<file path="src/rtl/fm_sb_pkg.sv">
// Shared constants, types and helpers for the FM spy-buffer writer.
`timescale 1ns/1ps
package fm_sb_pkg;

  localparam int unsigned axi_dw         = 32;
  localparam int unsigned mon_dw_max     = 256;
  localparam int unsigned rec_fifo_depth = 4;
  localparam int unsigned rec_fifo_ptr_w = $clog2(rec_fifo_depth);
  localparam int unsigned rec_fifo_lvl_w = $clog2(rec_fifo_depth + 1);

  typedef enum logic [1:0] {
    PB_SPY        = 2'b00,
    PB_FREEZE     = 2'b01,
    PB_SINGLE     = 2'b10,
    PB_FREEZE_ALT = 2'b11
  } pb_mode_e;

  typedef enum logic [1:0] {
    ST_IDLE,
    ST_WRITE,
    ST_FROZEN,
    ST_FULL
  } sb_state_e;

  // Record width padded up to a whole number of bus words.
  function automatic int unsigned find_sb_dw(input int unsigned tp_dw, input int unsigned bus_dw);
    return ((tp_dw + bus_dw - 1) / bus_dw) * bus_dw;
  endfunction

endpackage

</file>
<file path="src/rtl/fm_sb_rec_fifo.sv">
// Four-entry first-word-fall-through record FIFO; push and pop may coincide when full.
`timescale 1ns/1ps
module fm_sb_rec_fifo
  import fm_sb_pkg::*;
#(
  parameter int unsigned W = 64
) (
  input  logic                      clk,
  input  logic                      rst,
  input  logic                      clr,
  input  logic                      push,
  input  logic [W-1:0]              push_data,
  input  logic                      pop,
  output logic [rec_fifo_lvl_w-1:0] level,
  output logic [W-1:0]              rd_data_c
);

  logic [W-1:0]              mem [rec_fifo_depth];
  logic [rec_fifo_ptr_w-1:0] rd_ptr;
  logic [rec_fifo_ptr_w-1:0] wr_ptr;

  always_ff @(posedge clk) begin
    if (push) mem[wr_ptr] <= push_data;
  end

  always_ff @(posedge clk) begin
    if (rst || clr) begin
      rd_ptr <= '0;
      wr_ptr <= '0;
      level  <= '0;
    end else begin
      if (push) wr_ptr <= wr_ptr + rec_fifo_ptr_w'(1);
      if (pop)  rd_ptr <= rd_ptr + rec_fifo_ptr_w'(1);
      level <= level + rec_fifo_lvl_w'(push) - rec_fifo_lvl_w'(pop);
    end
  end

  assign rd_data_c = mem[rd_ptr];

endmodule

</file>
<file path="src/rtl/fm_sb_writer.sv">
// Captures monitored FM records into a 32-bit spy-buffer memory in spy,
// freeze or single-shot mode, one record word per cycle.
`timescale 1ns/1ps
module fm_sb_writer
  import fm_sb_pkg::*;
#(
  parameter int unsigned TP_DW  = 51,
  parameter int unsigned SB_DW  = find_sb_dw(TP_DW, axi_dw),
  parameter int unsigned ADDR_W = 10
) (
  input  logic                  spy_clock,
  input  logic                  spy_rst,
  input  logic [mon_dw_max-1:0] fm_data,
  input  logic                  fm_vld,
  input  logic [1:0]            pb_mode,
  input  logic                  sb_clear,
  output logic                  mem_we,
  output logic [ADDR_W-1:0]     mem_addr,
  output logic [axi_dw-1:0]     mem_wdata,
  output logic [ADDR_W-1:0]     wr_ptr,
  output logic [31:0]           rec_count,
  output logic [15:0]           drop_count,
  output logic                  sb_full,
  output logic                  sb_wrapped,
  output logic                  busy
);

  localparam int unsigned NW    = SB_DW / axi_dw;
  localparam int unsigned DEPTH = 2 ** ADDR_W;
  localparam int unsigned BW    = ADDR_W + 2;
  localparam int unsigned CW    = (NW > 1) ? $clog2(NW) : 1;
  localparam int unsigned LW    = rec_fifo_lvl_w;

  sb_state_e         state;
  pb_mode_e          mode;
  logic [BW-1:0]     base, base_adv, base_next, load_base;
  logic [CW-1:0]     wcnt;
  logic [SB_DW-1:0]  shreg, rec_in, fifo_head_c;
  logic [LW-1:0]     fifo_level, level_n;
  logic              rst_i, capture_ok, freeze_req, next_over;
  logic              fifo_empty, fifo_full;
  logic              last_word, end_full, accept_c;
  logic              pop_c, push_c, flush_c, drop_c, busy_n;

  assign rst_i      = spy_rst | sb_clear;
  assign mode       = pb_mode_e'(pb_mode);
  assign capture_ok = (mode == PB_SPY) || (mode == PB_SINGLE);
  assign freeze_req = !capture_ok;
  assign rec_in     = SB_DW'(fm_data[TP_DW-1:0]);
  assign fifo_empty = (fifo_level == '0);
  assign fifo_full  = (fifo_level == LW'(rec_fifo_depth));

  // A record slot is valid only if all NW words fit below DEPTH.
  assign base_adv  = base + BW'(NW);
  assign next_over = (base_adv + BW'(NW)) > BW'(DEPTH);
  assign base_next = next_over ? '0 : base_adv;

  if (TP_DW < mon_dw_max) begin : g_unused
    logic unused_hi;
    assign unused_hi = ^fm_data[mon_dw_max-1:TP_DW];
  end

  // FIFO control: pops happen only at a record boundary.
  always_comb begin
    pop_c     = 1'b0;
    flush_c   = 1'b0;
    accept_c  = 1'b0;
    last_word = (state == ST_WRITE) && (wcnt == CW'(NW - 1));
    end_full  = last_word && (mode == PB_SINGLE) && next_over;
    case (state)
      ST_IDLE: begin
        accept_c = 1'b1;
        if (freeze_req) flush_c = 1'b1;
        else            pop_c   = !fifo_empty;
      end
      ST_WRITE: begin
        accept_c = 1'b1;
        if (last_word) begin
          if (freeze_req || end_full) flush_c = 1'b1;
          else                        pop_c   = !fifo_empty;
        end
      end
      default: flush_c = 1'b1;
    endcase
    push_c    = fm_vld && accept_c && !flush_c && (!fifo_full || pop_c);
    drop_c    = fm_vld && accept_c && !flush_c && fifo_full && !pop_c;
    level_n   = flush_c ? '0 : fifo_level + LW'(push_c) - LW'(pop_c);
    busy_n    = pop_c || ((state == ST_WRITE) && !last_word) || (level_n != '0);
    load_base = (state == ST_WRITE) ? base_next : base;
  end

  fm_sb_rec_fifo #(.W(SB_DW)) u_rec_fifo (
    .clk       (spy_clock),
    .rst       (rst_i),
    .clr       (flush_c),
    .push      (push_c),
    .push_data (rec_in),
    .pop       (pop_c),
    .level     (fifo_level),
    .rd_data_c (fifo_head_c)
  );

  always_ff @(posedge spy_clock) begin
    if (rst_i) begin
      state      <= ST_IDLE;
      base       <= '0;
      wcnt       <= '0;
      shreg      <= '0;
      mem_we     <= 1'b0;
      mem_addr   <= '0;
      mem_wdata  <= '0;
      wr_ptr     <= '0;
      rec_count  <= '0;
      drop_count <= '0;
      sb_full    <= 1'b0;
      sb_wrapped <= 1'b0;
      busy       <= 1'b0;
    end else begin
      mem_we <= 1'b0;
      busy   <= busy_n;
      if (drop_c && (drop_count != 16'hFFFF)) drop_count <= drop_count + 16'd1;
      case (state)
        ST_IDLE: if (freeze_req) state <= ST_FROZEN;
        ST_WRITE: begin
          if (!last_word) begin
            mem_we    <= 1'b1;
            mem_addr  <= mem_addr + ADDR_W'(1);
            mem_wdata <= shreg[axi_dw-1:0];
            shreg     <= shreg >> axi_dw;
            wcnt      <= wcnt + CW'(1);
          end else begin
            wr_ptr    <= base[ADDR_W-1:0];
            rec_count <= rec_count + 32'd1;
            base      <= base_next;
            if (next_over && !end_full) sb_wrapped <= 1'b1;
            if (end_full) begin
              state   <= ST_FULL;
              sb_full <= 1'b1;
            end else if (freeze_req) begin
              state <= ST_FROZEN;
            end else begin
              state <= ST_IDLE;
            end
          end
        end
        ST_FROZEN: if (capture_ok) state <= ST_IDLE;
        ST_FULL: begin
          if (mode == PB_SPY) begin
            state   <= ST_IDLE;
            sb_full <= 1'b0;
            base    <= '0;
          end
        end
        default: state <= ST_IDLE;
      endcase
      // Loading a record emits its word 0 on the next cycle, from IDLE or back-to-back.
      if (pop_c) begin
        state     <= ST_WRITE;
        mem_we    <= 1'b1;
        mem_addr  <= load_base[ADDR_W-1:0];
        mem_wdata <= fifo_head_c[axi_dw-1:0];
        shreg     <= fifo_head_c >> axi_dw;
        wcnt      <= '0;
      end
    end
  end

endmodule

</file>
<file path="config.mk">
export PLATFORM = sky130hd
export DESIGN_NAME = fm_sb_writer
export DESIGN_NICKNAME = d
export VERILOG_FILES = /design/src/rtl/fm_sb_pkg.sv /design/src/rtl/fm_sb_rec_fifo.sv /design/src/rtl/fm_sb_writer.sv
export SDC_FILE = /design/constraint.sdc
export NUM_CORES = 1
export LEC_CHECK = 0
export ABC_AREA = 1
export CAP_MARGIN = 15
export CORE_MARGIN = 5
export CORE_UTILIZATION = 40
export DETAILED_ROUTE_END_ITERATION = 10
export GPL_TIMING_DRIVEN = 1
export PLACE_DENSITY_LB_ADDON = 0.08
export SKIP_CTS_REPAIR_TIMING = 1
export SYNTH_ARGS = -nofsm -noshare
export SYNTH_HDL_FRONTEND = slang
export SYNTH_SLANG_ARGS = --single-unit
</file>
<file path="constraint.sdc">
create_clock -name spy_clock -period 6.3 [get_ports spy_clock]
set_input_delay 0.63 -clock spy_clock [delete_from_list [all_inputs] [get_ports spy_clock]]
set_output_delay 0.63 -clock spy_clock [all_outputs]
set_load 0.005 [all_outputs]
</file>
-- Word-level counts from Yosys, hierarchy flattened
Memory sizes are Yosys's and may differ from the RTL's. A register that Yosys moved wholly into a read port is not among the register bits.
Index checks and enable logic that the tools add are counted.
- bits in registers: 158
- latch bits: 0
- memory bits (writable): 204
- bits in read-only memories: 0
- input bits: 262
- output and inout bits: 104
- logic and storage cells: 130
- memories kept: 1
- add/sub/neg operators: 10
- $mul: 0
- div/mod/pow operators: 0
- $lt $le $gt $ge: 1
- equality and inequality tests: 16
- shifts and indexed selects: 0
- mux-type cells: 43
- bitwise operators: 2
- reductions and logical operators: 40
- memory list (memory ; words ; bits a word ; read ports ; clocked after memory_dff ; write ports ; line ; RTL):
    u_rec_fifo.mem ; 4 ; 51 ; 1 ; 1 ; 1 ; fm_sb_rec_fifo.sv:18 ; logic [W-1:0] mem [rec_fifo_depth];
- operator list (kind ; number):
    32-bit two-way mux ; 6
    10-bit two-way mux ; 4
    12-bit two-way mux ; 3
    32-bit by 1-bit adder with 32-bit output, second input constant ; 1
    12-bit by 2-bit adder with 12-bit output, second input constant ; 2
    12-bit case mux with 2 select lines ; 1
    16-bit by 1-bit adder with 16-bit output, second input constant ; 1
    1-bit two-way mux ; 16
    2-bit two-way mux ; 8
    16-bit inequality test, second input constant ; 1
    12-bit by 11-bit greater-than comparator with 1-bit output, second input constant ; 1
    3-bit by 2-bit inequality test with 1-bit output, second input constant ; 4
    4-bit AND reduction ; 3
    1-bit logical AND ; 11
    10-bit by 1-bit adder with 10-bit output, second input constant ; 1
    2-bit inequality test, second input constant ; 5
    2-bit case mux with 4 select lines ; 1
    1-bit logical NOT ; 7
    2-bit == test, second input constant ; 3
    1-bit logical OR ; 6
    1-bit case mux with 2 select lines ; 3
    2-bit AND reduction ; 3
    3-bit AND reduction ; 2
    2-bit by 1-bit adder with 2-bit output, second input constant ; 2
    other kinds (14) ; 17

-- Depth between registers and ports, before layout
Gate-level depths: netlist of run 1.
- depth in word-level cells: 16
- gate-level depth with buffers: 27

-- By module
A second synthesis of run 1 with hierarchy kept.
- cells, all modules: 1782
- area total of the unflattened synthesis: 17274.1 sq um
- modules (own cells, without submodules) (module ; instances ; cells each ; area each (sq um)):
    fm_sb_rec_fifo ; 1 ; 741 ; 10019.6
    fm_sb_writer ; 1 ; 1041 ; 7254.5

-- Worst setup path after synthesis of run 1
Ideal clock, no wire load.
- path type: reg-to-reg
- start point: reg base[1]
- end point: mem u_rec_fifo.mem[0][0] in the netlist's numbering, enable pin
- setup time: 0.460 ns
- arrival: 4.383 ns
- data required time: 5.840 ns
- path slack: 1.457 ns
- stages on the path, launching flop included: 19
- path buffers: 0
- period minus slack after synthesis: 4.843 ns
- path through: dfxtp_1 inv_1 ha_1 nor2_1 nand3_1 clkinv_1 nand3_1 nor2_1 nand3_1 xor2_1 nand2_2 nand2_4 nand2_4 nand2_1 nand2_2 nand3_2 inv_1 nand2_1 nor2_1
- cells in the longest elaborated chain, start to end: 13
- elaborated cells on any way between the ends: 17
- classes of those cells: add/sub (2); order compare (1); mux (8); reduce/logical (6)
- RTL lines (item ; line ; RTL):
    from (decl) ; fm_sb_writer.sv:36 ; logic [BW-1:0] base, base_adv, base_next, load_base;
    from (signal assigned) ; fm_sb_writer.sv:134 ; base <= base_next;
    12-bit by 2-bit adder with 12-bit output (*) ; fm_sb_writer.sv:54 ; assign base_adv = base + BW'(NW);
    12-bit by 2-bit adder with 12-bit output (*) ; fm_sb_writer.sv:55 ; assign next_over = (base_adv + BW'(NW)) > BW'(DEPTH);
    12-bit by 11-bit greater-than comparator with 1-bit output (*) ; fm_sb_writer.sv:55 ;
    1-bit logical AND (*) ; fm_sb_writer.sv:69 ; end_full = last_word && (mode == PB_SINGLE) && next_over;
    1-bit logical OR (*) ; fm_sb_writer.sv:79 ; if (freeze_req || end_full) flush_c = 1'b1;
    1-bit two-way mux ; fm_sb_writer.sv:79 ;
    1-bit two-way mux ; fm_sb_writer.sv:78 ; if (last_word) begin
    1-bit case mux with 2 select lines ; fm_sb_writer.sv:70 ; case (state)
    1-bit logical NOT ; fm_sb_writer.sv:85 ; push_c = fm_vld && accept_c && !flush_c && (!fifo_full || pop_c);
    1-bit logical AND ; fm_sb_writer.sv:85 ;
    1-bit logical AND (*) ; fm_sb_writer.sv:85 ;
    1-bit two-way mux (*) ; fm_sb_rec_fifo.sv:23 ; if (push) mem[wr_ptr] <= push_data;
    1-bit two-way mux (implied by the code) (*) ; fm_sb_rec_fifo.sv:23 ;
    to (decl) ; fm_sb_rec_fifo.sv:18 ;
Every way passes the cells marked *; elsewhere a longest branch is shown, timed or not.

-- Worst setup path in the final report of run 1
- start point: reg base[1]
- end point: reg busy
- cells in the longest elaborated chain, start to end: 16
- elaborated cells on any way between the ends: 21
- classes of those cells: add/sub (4); order compare (1); mux (7); reduce/logical (9)
- RTL lines (item ; line ; RTL):
    12-bit by 2-bit adder with 12-bit output (*) ; fm_sb_writer.sv:54 ;
    12-bit by 2-bit adder with 12-bit output (*) ; fm_sb_writer.sv:55 ;
    12-bit by 11-bit greater-than comparator with 1-bit output (*) ; fm_sb_writer.sv:55 ;
    1-bit logical AND (*) ; fm_sb_writer.sv:69 ;
    1-bit logical OR (*) ; fm_sb_writer.sv:79 ;
    1-bit two-way mux ; fm_sb_writer.sv:79 ;
    1-bit two-way mux ; fm_sb_writer.sv:78 ;
    1-bit case mux with 2 select lines ; fm_sb_writer.sv:70 ;
    1-bit logical NOT ; fm_sb_writer.sv:85 ;
    1-bit logical AND ; fm_sb_writer.sv:85 ;
    1-bit logical AND (*) ; fm_sb_writer.sv:85 ;
    named net push_c ; fm_sb_writer.sv:43 ; logic pop_c, push_c, flush_c, drop_c, busy_n;
    3-bit by 1-bit adder with 3-bit output (*) ; fm_sb_writer.sv:87 ; level_n = flush_c ? '0 : fifo_level + LW'(push_c) - LW'(pop_c);
    3-bit by 1-bit subtractor with 3-bit output (*) ; fm_sb_writer.sv:87 ;
    3-bit two-way mux (*) ; fm_sb_writer.sv:87 ;
    3-bit nonzero test (*) ; fm_sb_writer.sv:88 ; busy_n = pop_c || ((state == ST_WRITE) && !last_word) || (level_n != '0);
    1-bit logical OR (*) ; fm_sb_writer.sv:88 ;
    to (signal assigned) ; fm_sb_writer.sv:120 ; busy <= busy_n;
    to (decl) ; fm_sb_writer.sv:25 ; output logic busy
Mark *: on every way through the listed nets, which the timed path passes. The rest lies on a longest branch.
A chain may end at the register's enable or synchronous reset.

==> results by group, run 1 <==
Outcome
  • Status: finished clean

Detailed routing
  • Routed WL: approximately 37,000 um
  • Routed len/inst: roughly 17 um
  • Routed vias: 11,060
  • Drt drc: 0
  • ANT nets after route: 0
  • First-pass detailed-route iteration total: 5
  • First-iteration detailed-routing DRC count: ~630
  • DR vias/cell: between 5 and 6

Logic synthesis
  • Register bit total from synthesis: between 300 and 400
  • Post-synth EDFFs: around 200
  • Post-synth cell types: 44
  • FFs w/ async S/R, synth: 0%
  • Synth top area share: between 40% and 50%
  • Yosys warning total: 0
  • Mapped Cells: between 1,500 and 2,000
  • Cell Area, Synth: roughly 15,000 um^2
  • Leading area contributor after synthesis: edfxtp_1
  • Most common cell in the netlist: nand2_1
  • Top cells by count, synth: nand2_1, edfxtp_1, nor2_1, dfxtp_1, o21ai_0
  • Syn_nets: ~1,800
  • Post-synthesis sequential area ratio: 62.16%
  • Syn Area/Cell: between 9 and 10 um^2
  • Most used DFF post-synth: edfxtp_1
  • Area contributors post-synth: edfxtp_1, dfxtp_1, nand2_1

STA
  • Max frequency: between 200 and 250 MHz
  • Slew @ Worst Pin: ~1.0 ns
  • Clk_skew: between 0.02 and 0.025 ns
  • Setup violators final: 0
  • Final Hold Viols: 0
  • Fin Hold WS: roughly 0.46 ns
  • Final worst slack: 1.772 ns
  • Slew Limit Fails: 0
  • Min cycle time layout: 4.528 ns
  • Normalized max-slew margin: between 30% and 40%
  • RSZ-0062 raised after global routing: false
  • Final Cycle Share: between 70% and 80%
  • Final setup TNS: 0 ns

Worst setup path
  • Crit-path cells: inv_1 > ha_1 > nor2_1 > nand3_1 > clkinv_1 > nand3_1 > nor2_1 > nand3_1 > xor2_1 > nand2_2 > nand2_4 > nand2_4 > nand4_4 > nand3_2 > nand2_1 > inv_1 > ha_1 > fa_1 > xor2_1 > xor2_1 > nor3_1 > o21ai_0
  • Crit path kind: reg -> reg
  • Critical path required time: ~6.7 ns
  • Critical Path AT: 4.95 ns
  • CP Launch Type: flip-flop
  • Worst path depth: 22
  • Worst Reg2Reg Path Length in Cells: 22
  • Critical path peak fanout: 17
  • CP peak stage delay: between 0.5 and 0.6 ns
  • R2R setup slack: around 1.8 ns
  • Cell family with most CP delay: simple AND/OR/NAND/NOR gates
  • Slowest cell on crit path: nand2_1
  • CP endpoint kind: flip-flop
  • WP buf/inv: 3

Placed design
  • Port buffer count: 160
  • Final GP Congestion: roughly 0.85
  • DP Area: around 17,000 um^2
  • Dpl hpwl: between 20,000 and 25,000 um
  • Dpl cells: around 2,100
  • Setup WS pre-CTS: between 1.5 and 2 ns

Power
  • Internal Power: 3.813 mW
  • Clock group share of total power: ~46%
  • Logic pwr share: 2.8%
  • Switching Fraction: 20.61%
  • Max VDD drop: around 0.23 mV
  • Pleak: 5.858 nW
  • PwrDens: between 200 and 300 nW/um^2
  • Flop pwr share: 51.1%
  • Final Power: about 4.8 mW
  • NetSw: 989.8 uW

CTS
  • Sink Count: around 350
  • Clock-pin slew on the worst setup and hold paths: 0.06 ns
  • CTS tree: done
  • Clock latency at the later pin of the worst-skew pair: between 0.5 and 0.6 ns
  • Num CTS Buffers: 39
  • Root Buffer: clkbuf_16
  • Clock buffer depth: 3
  • H-tree Lvls: 2

Flow run
  • Max_cap viols: 0

Global route
  • Tot GR Track Use: around 18%
  • Largest net degree at the start of global routing: 93
  • Grt total ovfl: 0
  • Initial antenna violation count: 5
  • Vias in the first global route: 10,590
  • First-pass GRT wire length: 58,620 um

Worst hold path
  • Hold WC Path Type: reg -> reg
  • WHS Path Cells: 2

Floorplanning
  • IO Count: about 370
  • DIE AREA: just over 40,000 um^2
  • # rows: 70
  • Starting Density: around 40%
  • Die height: about 200 um
  • DIE WIDTH: about 200 um
  • CORE AREA: roughly 36,000 um^2

Cells and area
  • # nets final: between 1,500 and 2,000
  • Share of cells above drive strength 1: 6.698%
  • Synthesis-to-finish area growth: 22.59%
  • Final Instance Count excl. Fillers: 2,156
  • Final Util: about half
  • Fin area: 17,890 um^2
==> sequential cells by signal, summed over array words and instances (netlist names), 2 cells and up, named ones only <==
name	cells
u_rec_fifo.mem	204
mem_wdata	32
rec_count	32
shreg	19
drop_count	16
base	12
mem_addr	10
wr_ptr	10
u_rec_fifo.level	3
state	2
u_rec_fifo.rd_ptr	2
u_rec_fifo.wr_ptr	2
==> worst min-delay path, stage by stage, from the launching register on <==
cell	delay, ns
dfxtp_1	0.30
nand2_1	0.06
a21oi_1	0.05
==> power by group through the flow <==
| stage | logic (mW) | registers (mW) | clock network (mW) |
|---|---|---|---|
| floorplan | 0.0576 | 2.50 | 0 |
| global placement | 0.133 | 2.50 | 0 |
| detailed placement | 0.135 | 2.50 | 0 |
| CTS | 0.136 | 2.45 | 2.28 |
| global route | 0.147 | 2.45 | 2.37 |
| finish | 0.133 | 2.45 | 2.22 |
==> cell type report <==
class | instances | area, um^2
sequential | 351 | 9070
fill | 3392 | 18460
clock buffer | 56 | 1111
clock inverter | 15 | 140.1
tap | 468 | 585.6
inverter | 102 | 384.1
multi-input combinational | 988 | 4866
timing repair buffer | 175 | 1727
antenna | 1 | 2.502
==> metal layers <==
layer / global-route usage, % / routed length [um]
met1: 24.88 / 17500
met2: 27.87 / 16350
met3: 4.814 / 2510
met4: 4.818 / 643
met5: 0 / 54
==> cells in the final DEF, fill, tap and decap left out, drive strengths merged, types with 26 or more instances in the layout <==
cell           count
clkbuf            56
edfxtp           204
nand2            294
o22ai             51
o21ai            152
a21oi            102
dfxtp            147
inv               99
nor2             203
nor3              26
clkdlybuf4s50    160
nand3             55
==> kinds of logic (layout without fill, tap and decap cells) <==
logic type,Yosys count,count (layout),share of synthesized area (%)
simple gates,606,606,17.73
flops,351,351,62.16
compound gates,339,339,12.46
buf+inv,171,348,4.734
xor+xnor,32,32,1.921
fa+ha+maj,11,11,0.9948
other cells,0,1,0
==> path summary, 6_finish.rpt <==
kind / startpoint / to
max: base[1] / busy
min: shreg[14] / shreg[14]
max reg2reg: base[1] / busy
min reg2reg: shreg[14] / shreg[14]
No activity file was read; power rests on OpenSTA's default activity.
==> run 2, diff against run 1 <==
- clock period: 6.3 -> 4.6 ns (I/O delays scaled with it)
==> run 2 against run 1 <==
Total power is 43% higher. Sequential power is 37% higher. Largest cell class unchanged. Worst hold slack worse by 0.0026 ns. Critical endpoint unchanged. Final cell count is 0.28% higher. Clock skew is 0.00062 ns lower. Largest power group unchanged. Sequential share of layout area is 0.56 points lower. Setup slack worse by 1.3 ns. Global-route usage is 0.070 points higher. Clock-buffer cell count is 1 lower.
==> results by group, run 2 (same netlist as run 1, synthesis figures left out) <==
Outcome
  • Status: finished clean

Power
  • Max VDD drop: 0.3497 mV
  • Pleak: 5.941 nW
  • PwrDens: between 300 and 400 nW/um^2
  • Switching Fraction: between 10% and 20%
  • Internal Power: 5.501 mW
  • Clock group share of total power: between 40 and 50%
  • NetSw: 1.365 mW
  • Flop pwr share: between 40% and 50%
  • Logic pwr share: approximately 2.7%
  • Final Power: 6.866 mW

Cells and area
  • Final Util: about half
  • Top reg by flops: u_rec_fifo.mem
  • Share of cells above drive strength 1: under 10%
  • Fin area: 18,090 um^2
  • Commonest non-fill, non-tap cells in the layout: nand2_1, edfxtp_1, nor2_1, clkdlybuf4s50_1, dfxtp_1
  • Synthesis-to-finish area growth: 23.97%
  • Largest registers: u_rec_fifo.mem x204, mem_wdata x32, rec_count x32
  • Commonest non-fill, non-tap cell in the layout: nand2_1
  • Max reg flops: slightly above 200
  • # nets final: around 1,900

CTS
  • CTS tree: done
  • Root Buffer: clkbuf_16
  • Clock latency at the later pin of the worst-skew pair: roughly 0.55 ns
  • Sink Count: between 300 and 400
  • H-tree Lvls: 2
  • Clock-pin slew on the worst setup and hold paths: about 0.060 ns
  • Clock buffer depth: 3
  • Num CTS Buffers: 40

Global route
  • Initial antenna violation count: 5
  • Largest net degree at the start of global routing: approximately 100
  • First-pass GRT wire length: 58,930 um
  • Vias in the first global route: about 11,000
  • Grt total ovfl: 0
  • Tot GR Track Use: between 10% and 20%

Worst hold path
  • Hold WC Path Type: reg -> reg

Placed design
  • Dpl hpwl: about 23,000 um
  • Port buffer count: 160
  • Setup WS pre-CTS: between 0.5 and 0.6 ns
  • Final GP Congestion: 0.8359
  • DP Area: 16,690 um^2

Worst setup path
  • CP peak stage delay: about 0.42 ns
  • Critical Path AT: about 4.5 ns
  • Critical path peak fanout: 10
  • Critical path required time: between 5 and 6 ns
  • Slowest cell on crit path: dfxtp_1
  • Cell family with most CP delay: simple AND/OR/NAND/NOR gates
  • Crit-path cells: inv_1 > ha_1 > nor2_1 > nand3_1 > clkinv_1 > nand3_1 > nor2_1 > nand3_1 > xor2_1 > nand2_2 > nand2_4 > nand2_4 > nand4_4 > nand2_4 > clkinv_1 > nand2_1 > nand2_1 > ha_1 > fa_1 > xor2_1 > xor2_1 > nor3_1 > o21ai_0
  • WP buf/inv: 3
  • CP Launch Type: flip-flop
  • Crit path kind: reg -> reg
  • CP endpoint kind: flip-flop

Flow run
  • Max_cap viols: 0

Floorplanning
  • DIE WIDTH: approximately 200 um
  • Die height: 201.0 um
  • IO Count: 366
  • DIE AREA: 40,400 um^2
  • CORE AREA: roughly 36,000 um^2
  • # rows: 70
  • Starting Density: around two fifths

STA
  • Max frequency: 243.4 MHz
  • Setup violators final: 0
  • Final setup TNS: 0 ns
  • Slew @ Worst Pin: between 1 and 1.5 ns
  • Slew Limit Fails: 0
  • Final Hold Viols: 0
  • Clk_skew: about 0.022 ns
  • Min cycle time layout: a little over 4 ns
  • Final worst slack: 0.4918 ns
  • Normalized max-slew margin: 29.88%
  • Final Cycle Share: 89.31%
  • RSZ-0062 raised after global routing: false

Detailed routing
  • Routed WL: between 30,000 and 40,000 um
  • Drt drc: 0
  • Routed len/inst: roughly 17 um
  • DR vias/cell: 5.127
  • ANT nets after route: 0
  • First-pass detailed-route iteration total: 4
  • Routed vias: 11,090
  • First-iteration detailed-routing DRC count: slightly above 600
-- run 2: cell count changes in the layout (fill, tap and decap cells not counted), sizes merged --
cell,delta
buf,+3
bufinv,+4
clkbuf,-1
clkinv,+1
clkinvlp,-1
-- run 2: worst min-delay path, delay by kind of cell (launching register included) --
kind | cells | cell delay (ns)
flip-flops | 1 | 0.30
AND/OR/NAND/NOR | 1 | 0.06
AO/OA/AOI/OAI | 1 | 0.05
-- run 2: path summary, 6_finish.rpt --
path	from	endpoint	slack [ns]	depth (start not counted)
setup / recovery	base[1]	busy	0.49	23
hold / removal	mem_wdata[27]	mem_wdata[27]	0.46	2
setup reg to reg	base[1]	busy	0.49	23
hold reg to reg	mem_wdata[27]	mem_wdata[27]	0.46	2
-- run 2: metal layers --
| layer | vias to the layer above | wire, um | global-route usage, % |
|---|---|---|---|
| li1 | 5506 | - | - |
| met1 | 5256 | 17320 | 24.40 |
| met5 | - | 54 | 0 |
| met4 | 8 | 680 | 4.843 |
| met3 | 56 | 2472 | 4.814 |
| met2 | 259 | 16520 | 28.66 |
-- run 2: cell type report --
cell class	instances	area, um^2
fillers	3397	18260
flip-flops and latches	351	9070
multi-input cells	988	4866
repair buffers	178	1787
clock buffers	55	1140
well taps	468	585.6
inverters	102	384.1
clock inverters	19	252.7
diodes	1	2.502
-- run 2: through the flow --
stage	hold slack, ns	cells
final	0.4585	2162
after global placement	0.4480	2087
after global routing	0.4738	2161
after floorplan	0.4356	1510
after CTS	0.4617	2161
after detailed placement	0.4524	2087
-- run 2: power by group through the flow --
stage	Combinational [mW]	Sequential, mW	Clock, mW
final	0.183	3.36	3.32
after global routing	0.202	3.36	3.55
after CTS	0.187	3.36	3.42
after detailed placement	0.186	3.43	0
after global placement	0.185	3.43	0
after floorplan	0.0789	3.43	0
